===== src/rtl/en_pulse_sequencer.sv =====
// Enable-strobe source: settle after reset, then ON bursts of a latched length, each followed by a fixed gap.
// Optional embedded concurrent checks when EN_PULSE_SEQ_SVA_EN is defined.
//
// state  | meaning
// SETTLE | post-reset hold, counting SETTLE_CYC cycles before ready
// IDLE   | ready=1, waiting for start
// ON     | en=1, on_cnt counting toward the latched length
// GAP    | en=0, busy=1 for GAP_CYC cycles after every burst
module en_pulse_sequencer #(
    parameter int CNT_W      = 8,
    parameter int SETTLE_CYC = 4,
    parameter int GAP_CYC    = 2
) (
    input  logic             clk,
    input  logic             rst,
    input  logic             start,
    input  logic             stop,
    input  logic [CNT_W-1:0] on_len,
    output logic             en,
    output logic             busy,
    output logic             ready,
    output logic             done,
    output logic [CNT_W-1:0] on_cnt
);

    localparam logic [1:0] S_SETTLE = 2'd0;
    localparam logic [1:0] S_IDLE   = 2'd1;
    localparam logic [1:0] S_ON     = 2'd2;
    localparam logic [1:0] S_GAP    = 2'd3;

    localparam int SETTLE_W = (SETTLE_CYC > 1) ? $clog2(SETTLE_CYC) : 1;
    localparam int GAP_W    = (GAP_CYC > 1) ? $clog2(GAP_CYC) : 1;
    localparam logic [SETTLE_W-1:0] SETTLE_LAST = SETTLE_W'(SETTLE_CYC - 1);
    localparam logic [GAP_W-1:0]    GAP_LAST    = GAP_W'(GAP_CYC - 1);

    logic [1:0]          state_q,  state_d;
    logic [SETTLE_W-1:0] settle_q, settle_d;
    logic [GAP_W-1:0]    gap_q,    gap_d;
    logic [CNT_W-1:0]    len_q,    len_d;
    logic [CNT_W-1:0]    cnt_q,    cnt_d;
    logic                en_q,     en_d;
    logic                busy_q,   busy_d;
    logic                ready_q,  ready_d;
    logic                done_q,   done_d;

    // All outputs are computed for the next cycle so they come straight from flops.
    always_comb begin
        state_d  = state_q;
        settle_d = settle_q;
        gap_d    = gap_q;
        len_d    = len_q;
        cnt_d    = cnt_q;
        en_d     = 1'b0;
        busy_d   = 1'b0;
        ready_d  = 1'b0;
        done_d   = 1'b0;
        case (state_q)
            S_SETTLE: begin
                if (settle_q == SETTLE_LAST) begin
                    state_d = S_IDLE;
                    ready_d = 1'b1;
                end else begin
                    settle_d = settle_q + SETTLE_W'(1);
                end
            end
            S_IDLE: begin
                if (start) begin
                    state_d = S_ON;
                    len_d   = (on_len == '0) ? CNT_W'(1) : on_len;
                    cnt_d   = CNT_W'(1);
                    en_d    = 1'b1;
                    busy_d  = 1'b1;
                end else begin
                    ready_d = 1'b1;
                end
            end
            S_ON: begin
                busy_d = 1'b1;
                // Abort takes priority, even on the final cycle, so an abort never reports done.
                if (stop) begin
                    state_d = S_GAP;
                    gap_d   = GAP_LAST;
                end else if (cnt_q == len_q) begin
                    state_d = S_GAP;
                    gap_d   = GAP_LAST;
                    done_d  = 1'b1;
                end else begin
                    cnt_d = cnt_q + CNT_W'(1);
                    en_d  = 1'b1;
                end
            end
            S_GAP: begin
                if (gap_q == '0) begin
                    state_d = S_IDLE;
                    ready_d = 1'b1;
                end else begin
                    gap_d  = gap_q - GAP_W'(1);
                    busy_d = 1'b1;
                end
            end
            default: begin
                state_d  = S_SETTLE;
                settle_d = '0;
            end
        endcase
    end

    always_ff @(posedge clk) begin
        if (!rst) begin
            state_q  <= S_SETTLE;
            settle_q <= '0;
            gap_q    <= '0;
            len_q    <= '0;
            cnt_q    <= '0;
            en_q     <= 1'b0;
            busy_q   <= 1'b0;
            ready_q  <= 1'b0;
            done_q   <= 1'b0;
        end else begin
            state_q  <= state_d;
            settle_q <= settle_d;
            gap_q    <= gap_d;
            len_q    <= len_d;
            cnt_q    <= cnt_d;
            en_q     <= en_d;
            busy_q   <= busy_d;
            ready_q  <= ready_d;
            done_q   <= done_d;
        end
    end

    assign en     = en_q;
    assign busy   = busy_q;
    assign ready  = ready_q;
    assign done   = done_q;
    assign on_cnt = cnt_q;

`ifdef EN_PULSE_SEQ_SVA_EN
    // Length of the current en run, excluding the present cycle.
    logic [CNT_W:0] sva_run_q;

    always_ff @(posedge clk) begin
        if (!rst) begin
            sva_run_q <= '0;
        end else if (en_q) begin
            sva_run_q <= sva_run_q + (CNT_W+1)'(1);
        end else begin
            sva_run_q <= '0;
        end
    end

    a_en_busy: assert property (@(posedge clk) disable iff (!rst) en_q |-> busy_q)
        $info("a_en_busy held at %0t", $time);
    else
        $error("a_en_busy violated at %0t", $time);

    a_done_not_en: assert property (@(posedge clk) disable iff (!rst) done_q |-> !en_q)
        $info("a_done_not_en held at %0t", $time);
    else
        $error("a_done_not_en violated at %0t", $time);

    a_rise_after_start: assert property (@(posedge clk) disable iff (!rst)
        $rose(en_q) |-> $past(start && ready_q))
        $info("a_rise_after_start held at %0t", $time);
    else
        $error("a_rise_after_start violated at %0t", $time);

    a_en_len: assert property (@(posedge clk) disable iff (!rst)
        en_q |-> (sva_run_q < {1'b0, len_q}))
        $info("a_en_len held at %0t", $time);
    else
        $error("a_en_len violated at %0t", $time);

    a_ready_idle: assert property (@(posedge clk) disable iff (!rst) ready_q |-> !busy_q)
        $info("a_ready_idle held at %0t", $time);
    else
        $error("a_ready_idle violated at %0t", $time);
`else
    // Checks not compiled; functional logic above is unchanged.
`endif

endmodule


===== config.mk =====
export PLATFORM = sky130hd
export DESIGN_NAME = en_pulse_sequencer
export DESIGN_NICKNAME = d
export VERILOG_FILES = /design/src/rtl/en_pulse_sequencer.sv
export SDC_FILE = /design/constraint.sdc
export NUM_CORES = 1
export LEC_CHECK = 0
export CORE_MARGIN = 3
export CORE_UTILIZATION = 35
export DETAILED_ROUTE_END_ITERATION = 8
export DONT_BUFFER_PORTS = 1
export SYNTH_ARGS = -nofsm -noshare
export SYNTH_HDL_FRONTEND = slang
export SYNTH_SLANG_ARGS = --single-unit
export TNS_END_PERCENT = 100

===== constraint.sdc =====
create_clock -name clk -period 3.2 [get_ports clk]
set_input_delay 0.64 -clock clk [delete_from_list [all_inputs] [get_ports clk]]
set_output_delay 0.64 -clock clk [all_outputs]
set_load 0.005 [all_outputs]

==> out/summary.txt, run 1 <==
Syn Area/Cell: 8.40 um^2
GRT Residual Overflow: 0
Worst setup EP type: register
Setup Buffers After CTS: 0
Largest net degree at the start of global routing: 22
Area leader, netlist: dfxtp_1
Worst vdd ir: 0.266 mV
Port Buf Inserts: 0
# hold bufs at CTS: 0
Fin. Hold Viols: 0
DRC: 0
CTS tree: built
Post-Syn Instances: 155
Total CTS buffers: 3
P_int: 0.557 mW
Most frequent cells in the layout: nand2_1, dfxtp_1, a21oi_1
Max-slew violation count: 0
Antenna violations before repair: 0
Synthesis warning total: 0
Gp weighted congestion: 0.837
Synth top area cells: dfxtp_1, nand2_1, ha_1
Share of cells above drive strength 1: 4.58%
Clock net sink count: 25
Comb power frac: 35.7%
Seq pwr share: 43.7%
Root buffer cell: clkbuf_8
Die area: 0.00449 mm^2
Kind of start point of the critical path: register
Final min period: 2.09 ns
Max-cap check violation count: 0
Die Y: 67.0 um
P&R area growth vs syn: 5.96%
Routed wire length: 2.88 mm
Max Used Layer: met4
Critical Path AT: 2.29 ns
Clock Tree Buf Depth: 2
Die X: 67.0 um
Post-DP HPWL: 2.15 mm
Peak Freq: 477 MHz
Final core utilization: 39.8%
Clk_lat worst skew: 0.27 ns
Leading cell type in the layout, fill and taps excluded: nand2_1
Synth top area share: 38.5%
Num ports: 24
Worst-margin pin slew: 0.500 ns
DR vias/cell: 5.56
Via count of the first global-routing pass: 1093
Post-synth ARST share: 0%
Final ANT Viol Nets: 0
Pwr dens: 656 mW/mm^2
Drt pass-1 iters: 4
Gr usage total: 14.1%
Antenna diodes: 0
Clk pwr share: 20.6%
FF+latch count, synth: 25
Status: finished clean
Initial DRC Count: 103
CP max FO: 14
Metal-1 WL: 1.35 mm
Mapped Nets: 174
Post-place setup slack: 1.15 ns
Main synth FF type: dfxtp_1
Final worst path period share: 65.5%
FILL cells: 374
Post-cts gate resize count: 0
Row cnt: 21
Post-Synthesis Cell Area: 0.00130 mm^2
Vias post-DR: 1106
Post-layout nets: 173
Required time of the worst setup path: 3.39 ns
Switching power: 0.347 mW
Rel. slew slack: 66.6%
WS Path Type: reg -> reg
Setup TNS: 0 ns
First-pass GRT wire length: 4.93 mm
Initial Util: 37.5%
Drt wl/cell: 14.5 um
Unrepaired setup endpoints after global routing: false
Synth unique cells: 37
Sequential share of the synthesized area: 38.5%
Sw frac: 38.4%
Clock-pin transition on the worst setup and hold timing paths: 0.09 ns
Setup WS post-layout: 1.11 ns
Hold WC Path Type: reg -> reg
WL met3: 181 um
Leak: 0.537 nW
Max Clock Skew: 0.00443 ns
Post-synth EDFFs: 0
H-tree levels: 1
# setup viols final: 0
Core ar.: 0.00347 mm^2
Met2 WL post-DR: 1.33 mm
[flip-flops by register name, summed over array words and instances, names as in the netlist]
| name | flops |
|---|---|
| busy | 1 |
| gap_q | 1 |
| state_q | 2 |
| ready | 1 |
| done | 1 |
| en | 1 |
| settle_q | 2 |
| on_cnt | 8 |
| len_q | 8 |
[power groups by stage]
stage                     Clock [mW]  Sequential [mW]  Combinational [mW]
after global placement             0            0.400               0.307
final                          0.187            0.395               0.323
after floorplan                    0            0.392               0.278
after detailed placement           0            0.403               0.317
after CTS                      0.194            0.396               0.319
after global routing           0.203            0.402               0.361
[worst max-delay path, stage by stage (launching register included)]
cell,delay (ns)
dfxtp_1,0.36
inv_1,0.12
ha_1,0.45
nor3b_2,0.46
or4b_1,0.47
a31oi_1,0.17
[logic make-up after synthesis]
kind of cell,count (synthesis),share of synthesized area (%)
DFF,25,38.5
adders and majority gates,7,6.73
AOI/OAI and AO/OA,35,18.3
buffers and inverters,12,3.75
muxes,3,2.31
and+or+nand+nor,64,24.4
xor gates and xnor gates,9,6.06
[per-stage QoR]
step                hold WS (ns)  area, um^2  instances  power, mW
floorplan                  0.448        1300        155      0.670
global placement           0.461        1330        195      0.707
detailed placement         0.461        1330        195      0.720
CTS                        0.473        1380        199      0.908
global route               0.495        1380        199      0.966
finish                     0.470        1380        199      0.905
[synthesized netlist by cell type (2+ instances only)]
master and count:
mux2i_1 3, o2111ai_1 5, o211ai_1 2, dfxtp_1 25, nand3_1 8, and3_1 3
ha_1 7, inv_1 6, nor2_1 6, a21oi_1 12, nor3_1 3, xor2_1 8
a31oi_1 3, nand3b_1 3, nand2_1 28, nor4_1 3, o31a_1 3, clkbuf_1 5
nor2b_1 3, o21ai_0 2
[path summary, 6_finish.rpt]
kind              startpoint         to  slack [ns]  cells after the start
setup / recovery  state_q[0]  on_cnt[7]        1.11                      5
hold / removal      len_q[5]   len_q[5]        0.47                      2
hold reg to reg     len_q[5]   len_q[5]        0.47                      2
setup reg to reg  state_q[0]  on_cnt[7]        1.11                      5
[layer usage]
metal | up-vias | track usage (%)
met5 | - | 0
met4 | 0 | 5.06
met3 | 2 | 3.04
met2 | 39 | 23.1
met1 | 516 | 18.1
li1 | 549 | -
[area by class of cell]
class	instances	area, um^2	share of cell area, %
Inverter	6	22.5	1.63
Multi-Input combinational cell	118	752	54.5
Clock inverter	1	5.00	0.363
Clock buffer	3	41.3	2.99
Tap cell	46	57.6	4.17
Sequential cell	25	500	36.3
Note: power is estimated with default switching activity, not from simulation.
==> run 2: changes to the inputs <==
==> constraint.sdc (replaced) <==
create_clock -name clk -period 2.08 [get_ports clk]
set_input_delay 0.416 -clock clk [delete_from_list [all_inputs] [get_ports clk]]
set_output_delay 0.416 -clock clk [all_outputs]
set_load 0.005 [all_outputs]
==> out/summary.txt, run 2 (synthesis gave the netlist of run 1 again) <==
Worst vdd ir: 0.515 mV (was 0.266 mV)
DRC: 0 (unchanged)
Drt pass-1 iters: 4 (unchanged)
Required time of the worst setup path: 2.27 ns (was 3.39 ns)
Setup TNS: 0 ns (unchanged)
Clock net sink count: 25 (unchanged)
Post-cts gate resize count: 0 (unchanged)
First-pass GRT wire length: 5.14 mm (was 4.93 mm)
Hold WC Path Type: in -> reg (was reg -> reg)
Share of cells above drive strength 1: 6.41% (was 4.58%)
Leading cell type in the layout, fill and taps excluded: nand2_1 (unchanged)
Total CTS buffers: 3 (unchanged)
Total power: 1.42 mW (was 0.905 mW)
Peak Freq: 561 MHz (was 477 MHz)
# setup viols final: 0 (unchanged)
Pwr dens: 1010 mW/mm^2 (was 656 mW/mm^2)
Sw frac: 38.4% (about the same)
CTS tree: built (unchanged)
Post-place setup slack: 0.325 ns (was 1.15 ns)
Post-DP HPWL: 2.27 mm (was 2.15 mm)
Most frequent cells in the layout: nand2_1, dfxtp_1, a21oi_1 (unchanged)
Largest net degree at the start of global routing: 22 (unchanged)
Via count of the first global-routing pass: 1068 (was 1093)
Clock Tree Buf Depth: 2 (unchanged)
Worst setup EP type: register (unchanged)
Initial DRC Count: 95 (was 103)
P_int: 0.876 mW (was 0.557 mW)
Die area: 0.00449 mm^2 (unchanged)
Max Clock Skew: 0.00239 ns (was 0.00443 ns)
Num ports: 24 (unchanged)
Routed wire length: 3.04 mm (was 2.88 mm)
Gp weighted congestion: 0.893 (was 0.837)
Core ar.: 0.00347 mm^2 (unchanged)
Clk_lat worst skew: 0.27 ns (about the same)
Final ANT Viol Nets: 0 (unchanged)
Comb power frac: 37.7% (was 35.7%)
Max-cap check violation count: 0 (unchanged)
Die Y: 67.0 um (unchanged)
Row cnt: 21 (unchanged)
Die X: 67.0 um (unchanged)
P&R area growth vs syn: 7.69% (was 5.96%)
Clk pwr share: 20.5% (was 20.6%)
Port Buf Inserts: 0 (unchanged)
Antenna violations before repair: 0 (unchanged)
Post-layout nets: 176 (was 173)
Final worst path period share: 85.7% (was 65.5%)
WS Path Type: reg -> reg (unchanged)
Initial Util: 37.5% (unchanged)
Worst Reg-to-Reg Cells: 6 (was 5)
Final min period: 1.78 ns (was 2.09 ns)
Fin. Hold Viols: 0 (unchanged)
CP max FO: 5 (was 14)
Setup WS post-layout: 0.297 ns (was 1.11 ns)
Gr usage total: 15.1% (was 14.1%)
Unrepaired setup endpoints after global routing: false (unchanged)
GRT Residual Overflow: 0 (unchanged)
Vias post-DR: 1110 (was 1106)
Drt wl/cell: 15.1 um (was 14.5 um)
Antenna diodes: 0 (unchanged)
Kind of start point of the critical path: register (unchanged)
Rel. slew slack: 64.7% (was 66.6%)
Root buffer cell: clkbuf_8 (unchanged)
DR vias/cell: 5.50 (was 5.56)
Seq pwr share: 41.8% (was 43.7%)
Leak: 0.553 nW (was 0.537 nW)
Worst-margin pin slew: 0.529 ns (was 0.500 ns)
Status: finished clean (unchanged)
Setup Buffers After CTS: 0 (unchanged)
Critical Path AT: 1.98 ns (was 2.29 ns)
FILL cells: 363 (was 374)
Max-slew violation count: 0 (unchanged)
Hold WS: 0.274 ns (was 0.470 ns)
# hold bufs at CTS: 0 (unchanged)
Clock-pin transition on the worst setup and hold timing paths: 0.09 ns (about the same)
H-tree levels: 1 (unchanged)
Switching power: 0.546 mW (was 0.347 mW)
Worst hold stages: 2 (unchanged)
## run 2: cell types whose count changed in the layout (fill, tap and decap cells not counted)
| cell | delta |
|---|---|
| buf_4 | +3 |
## run 2: cell type report
| type | count | area, um^2 | area share (%) |
|---|---|---|---|
| Multi-Input combinational cell | 118 | 752 | 53.7 |
| Sequential cell | 25 | 500 | 35.7 |
| Tap cell | 46 | 57.6 | 4.11 |
| Clock buffer | 3 | 41.3 | 2.95 |
| Timing Repair Buffer | 3 | 22.5 | 1.61 |
| Inverter | 6 | 22.5 | 1.61 |
| Clock inverter | 1 | 5.00 | 0.357 |
## run 2: routing by layer
| layer | share of wire, % | global-route usage (%) | up-vias |
|---|---|---|---|
| met5 | 0 | 0 | - |
| met4 | 0.39 | 3.04 | 0 |
| met2 | 45 | 24.6 | 32 |
| met3 | 6.8 | 4.72 | 2 |
| li1 | - | - | 560 |
| met1 | 47 | 19.6 | 516 |
## run 2: path summary, 6_finish.rpt
| kind | end | start | slack [ns] |
|---|---|---|---|
| worst min register to register | len_q[5] | len_q[5] | 0.47 |
| worst max register to register | on_cnt[7] | state_q[1] | 0.30 |
| worst max-delay path | on_cnt[7] | state_q[1] | 0.30 |
| worst min-delay path | len_q[5] | on_len[5] | 0.27 |
## run 2: power groups by stage
stage / clock network (mW) / registers [mW] / logic [mW]
CTS: 0.301 / 0.594 / 0.533
global route: 0.324 / 0.604 / 0.598
floorplan: 0 / 0.603 / 0.427
global placement: 0 / 0.604 / 0.521
detailed placement: 0 / 0.605 / 0.529
finish: 0.292 / 0.594 / 0.536
## run 2: per-stage QoR
step	cell area [um^2]	utilization [%]	std cells
5_1_grt	1400	40.4	202
6_report	1400	40.4	202
3_3_place_gp	1360	39.1	198
3_5_place_dp	1360	39.1	198
4_1_cts	1400	40.4	202
2_1_floorplan	1300	-	155
## run 2: critical path, stage by stage, from the launching register on
cell	delay [ns]
dfxtp_1	0.39
inv_1	0.09
ha_1	0.23
nor2b_1	0.18
nor3b_2	0.19
or4b_1	0.45
a31oi_1	0.18
==> run 3: changes to the inputs <==
--- a/config.mk
+++ b/config.mk
@@ -5,8 +5,9 @@
 export SDC_FILE = /design/constraint.sdc
 export NUM_CORES = 1
 export LEC_CHECK = 0
-export CORE_MARGIN = 3
+export ABC_AREA = 1
 export CORE_UTILIZATION = 35
+export CTS_CLUSTER_SIZE = 10
 export DETAILED_ROUTE_END_ITERATION = 8
 export DONT_BUFFER_PORTS = 1
 export SYNTH_ARGS = -nofsm -noshare
==> out/summary.txt, run 3 <==
Status: finished clean (unchanged)
Initial DRC Count: 79 (was 95)
Largest net degree at the start of global routing: 18 (was 22)
DRC: 0 (unchanged)
Post-cts gate resize count: 0 (unchanged)
Required time of the worst setup path: 2.29 ns (was 2.27 ns)
Share of cells above drive strength 1: 7.92% (was 6.41%)
Final min period: 1.74 ns (was 1.78 ns)
Largest family of logic cells by synthesized area: simple AND/OR/NAND/NOR gates (unchanged)
Top-count cell post-synth: nand2_1 (unchanged)
Total CTS buffers: 3 (unchanged)
Switching power: 0.657 mW (was 0.546 mW)
Syn Area/Cell: 7.00 um^2 (was 8.40 um^2)
CTS tree: built (unchanged)
Initial Util: 37.4% (was 37.5%)
Post-DP HPWL: 2.36 mm (was 2.27 mm)
Critical path cell sequence: inv_1, ha_1, inv_2, nand2_2, a21oi_4, nand2_4, nand2_1, nand2_1, nor2_1 (was inv_1, ha_1, nor2b_1, nor3b_2, or4b_1, a31oi_1)
FF+latch count, synth: 25 (unchanged)
Peak Freq: 574 MHz (was 561 MHz)
Clock net sink count: 25 (unchanged)
Worst setup EP type: register (unchanged)
GRT Residual Overflow: 0 (unchanged)
Setup TNS: 0 ns (unchanged)
Worst-margin pin slew: 0.359 ns (was 0.529 ns)
Pwr dens: 1080 mW/mm^2 (was 1010 mW/mm^2)
Drt pass-1 iters: 4 (unchanged)
Synth top area cells: dfxtp_1, nand2_1, nor2_1 (was dfxtp_1, nand2_1, ha_1)
Die X: 65.2 um (was 67.0 um)
Max Clock Skew: 0.00488 ns (was 0.00239 ns)
WS Path Type: reg -> reg (unchanged)
P&R area growth vs syn: 6.43% (was 7.69%)
Synthesized-area fraction occupied by adder cells: 6.26% (was 6.73%)
Worst vdd ir: 0.434 mV (was 0.515 mV)
Max-cap check violation count: 0 (unchanged)
Post-layout nets: 222 (was 176)
Row cnt: 22 (was 21)
Hold WC Path Type: in -> reg (unchanged)
Synth cell count leaders: nand2_1, nor2_1, dfxtp_1 (was nand2_1, dfxtp_1, a21oi_1)
Main synth FF type: dfxtp_1 (unchanged)
Via count of the first global-routing pass: 1159 (was 1068)
Seq pwr share: 40.9% (was 41.8%)
# setup viols final: 0 (unchanged)
Vias post-DR: 1199 (was 1110)
Kind of start point of the critical path: register (unchanged)
Clock Tree Buf Depth: 2 (unchanged)
Sequential share of the synthesized area: 35.7% (was 38.5%)
P_int: 0.950 mW (was 0.876 mW)
Final ANT Viol Nets: 0 (unchanged)
Most frequent cells in the layout: nand2_1, nor2_1, dfxtp_1 (was nand2_1, dfxtp_1, a21oi_1)
Routed wire length: 3.02 mm (was 3.04 mm)
Crit-path leading delay family: simple AND/OR/NAND/NOR gates (unchanged)
FILL cells: 421 (was 363)
# hold bufs at CTS: 0 (unchanged)
Clk pwr share: 17.9% (was 20.5%)
H-tree levels: 1 (unchanged)
Antenna violations before repair: 0 (unchanged)
Xor/xnor cell area share of the yosys netlist: 4.38% (was 6.06%)
Leading cell type in the layout, fill and taps excluded: nand2_1 (unchanged)
Post-synth ARST share: 0% (unchanged)
Most used cell along the critical path: nand2_1
Clk_lat worst skew: 0.27 ns (about the same)
Post-route cell area: 0.00149 mm^2 (was 0.00140 mm^2)
Synth Area in Compound Gates: 12.8% (was 18.3%)
Num ports: 24 (unchanged)
Comb power frac: 41.2% (was 37.7%)
Placed Area: 0.00145 mm^2 (was 0.00136 mm^2)
Leak: 0.598 nW (was 0.553 nW)
Critical-path top delay cell: dfxtp_1 (was or4b_1)
Port Buf Inserts: 0 (unchanged)
DR vias/cell: 4.80 (was 5.50)
Gp weighted congestion: 0.785 (was 0.893)
Clock-pin transition on the worst setup and hold timing paths: 0.09 ns (about the same)
Gr usage total: 15.8% (was 15.1%)
Crit path largest cell delay: 0.39 ns (was 0.45 ns)
Final worst path period share: 83.7% (was 85.7%)
Rel. slew slack: 76.0% (was 64.7%)
First-pass GRT wire length: 5.22 mm (was 5.14 mm)
Critical Path AT: 1.95 ns (was 1.98 ns)
Fin. Hold Viols: 0 (unchanged)
Synth top area share: 35.7% (was 38.5%)
Synthesis warning total: 0 (unchanged)
Area leader, netlist: dfxtp_1 (unchanged)
Synth unique cells: 26 (was 37)
Mapped Nets: 219 (was 174)
Post-Syn Instances: 200 (was 155)
Antenna diodes: 0 (unchanged)
Post-synth EDFFs: 0 (unchanged)
Drt wl/cell: 12.1 um (was 15.1 um)
Core ar.: 0.00374 mm^2 (was 0.00347 mm^2)
Crit path buf inv count: 2 (was 1)
Max-slew violation count: 0 (unchanged)
Sw frac: 40.9% (was 38.4%)
Unrepaired setup endpoints after global routing: false (unchanged)
Die Y: 65.2 um (was 67.0 um)
Setup WS post-layout: 0.338 ns (was 0.297 ns)
Post-Synth Simple-Gate Area: 32.3% (was 24.4%)
Root buffer cell: clkbuf_8 (unchanged)
CP max FO: 9 (was 5)
Setup Buffers After CTS: 0 (unchanged)
Post-place setup slack: 0.374 ns (was 0.325 ns)
Die area: 0.00426 mm^2 (was 0.00449 mm^2)
Multiplexer share of the synthesized area: 0% (was 2.31%)
Post-Synthesis Cell Area: 0.00140 mm^2 (was 0.00130 mm^2)
## run 3: changes by cell type after synthesis, sizes merged, moves of 5 or more
cell and delta:
inv +17, o21ai +9, a21oi +6, nand3 +7
nand2 +22, o2111ai -5, xnor2 +5, nor2 +25
xor2 -7
## run 3: metal layers
metal	track usage (%)	vias to the layer above	wire [um]
met3	3.13	5	128
met5	0	-	0
met2	27.2	21	1400
li1	-	641	-
met4	5.71	0	44
met1	19.4	532	1450
## run 3: cell families after synthesis
logic type,Yosys count
compound gates,32
xor+xnor,7
fa+ha+maj,7
buf+inv,28
flops,25
simple gates,101
## run 3: path summary, 6_finish.rpt
check	startpoint	end	slack [ns]	depth (start not counted)
worst max register to register	state_q[0]	on_cnt[0]	0.34	9
worst max-delay path	state_q[0]	on_cnt[0]	0.34	9
worst min register to register	settle_q[0]	settle_q[0]	0.48	2
worst min-delay path	rst	state_q[1]	0.26	2
## run 3: worst reg2reg max path, cell delays in order, from the launching register on
cell	delay, ns
dfxtp_1	0.39
inv_1	0.10
ha_1	0.31
inv_2	0.18
nand2_2	0.09
a21oi_4	0.29
nand2_4	0.13
nand2_1	0.08
nand2_1	0.04
nor2_1	0.08
## run 3: power groups by stage
stage	combinational (mW)	clock [mW]	sequential (mW)
floorplan	0.558	0	0.646
global placement	0.664	0	0.667
detailed placement	0.665	0	0.669
CTS	0.668	0.302	0.658
global route	0.766	0.323	0.673
finish	0.662	0.287	0.657
## run 3: cell type report
type	count	area, um^2	area share, %
clock buffers	4	45.0	3.02
repair buffers	2	15.0	1.01
well taps	48	60.1	4.03
inverters	24	90.1	6.05
flip-flops and latches	25	500	33.6
multi-input cells	147	779	52.3
## run 3: per-stage QoR
stage	std cells	total power, mW	util, %	hold WS (ns)
after detailed placement	246	1.33	38.6	0.462
after global placement	246	1.33	38.6	0.458
final	250	1.61	39.8	0.256
after global routing	250	1.76	39.8	0.236
after CTS	250	1.63	39.8	0.244
after floorplan	200	1.20	-	0.443
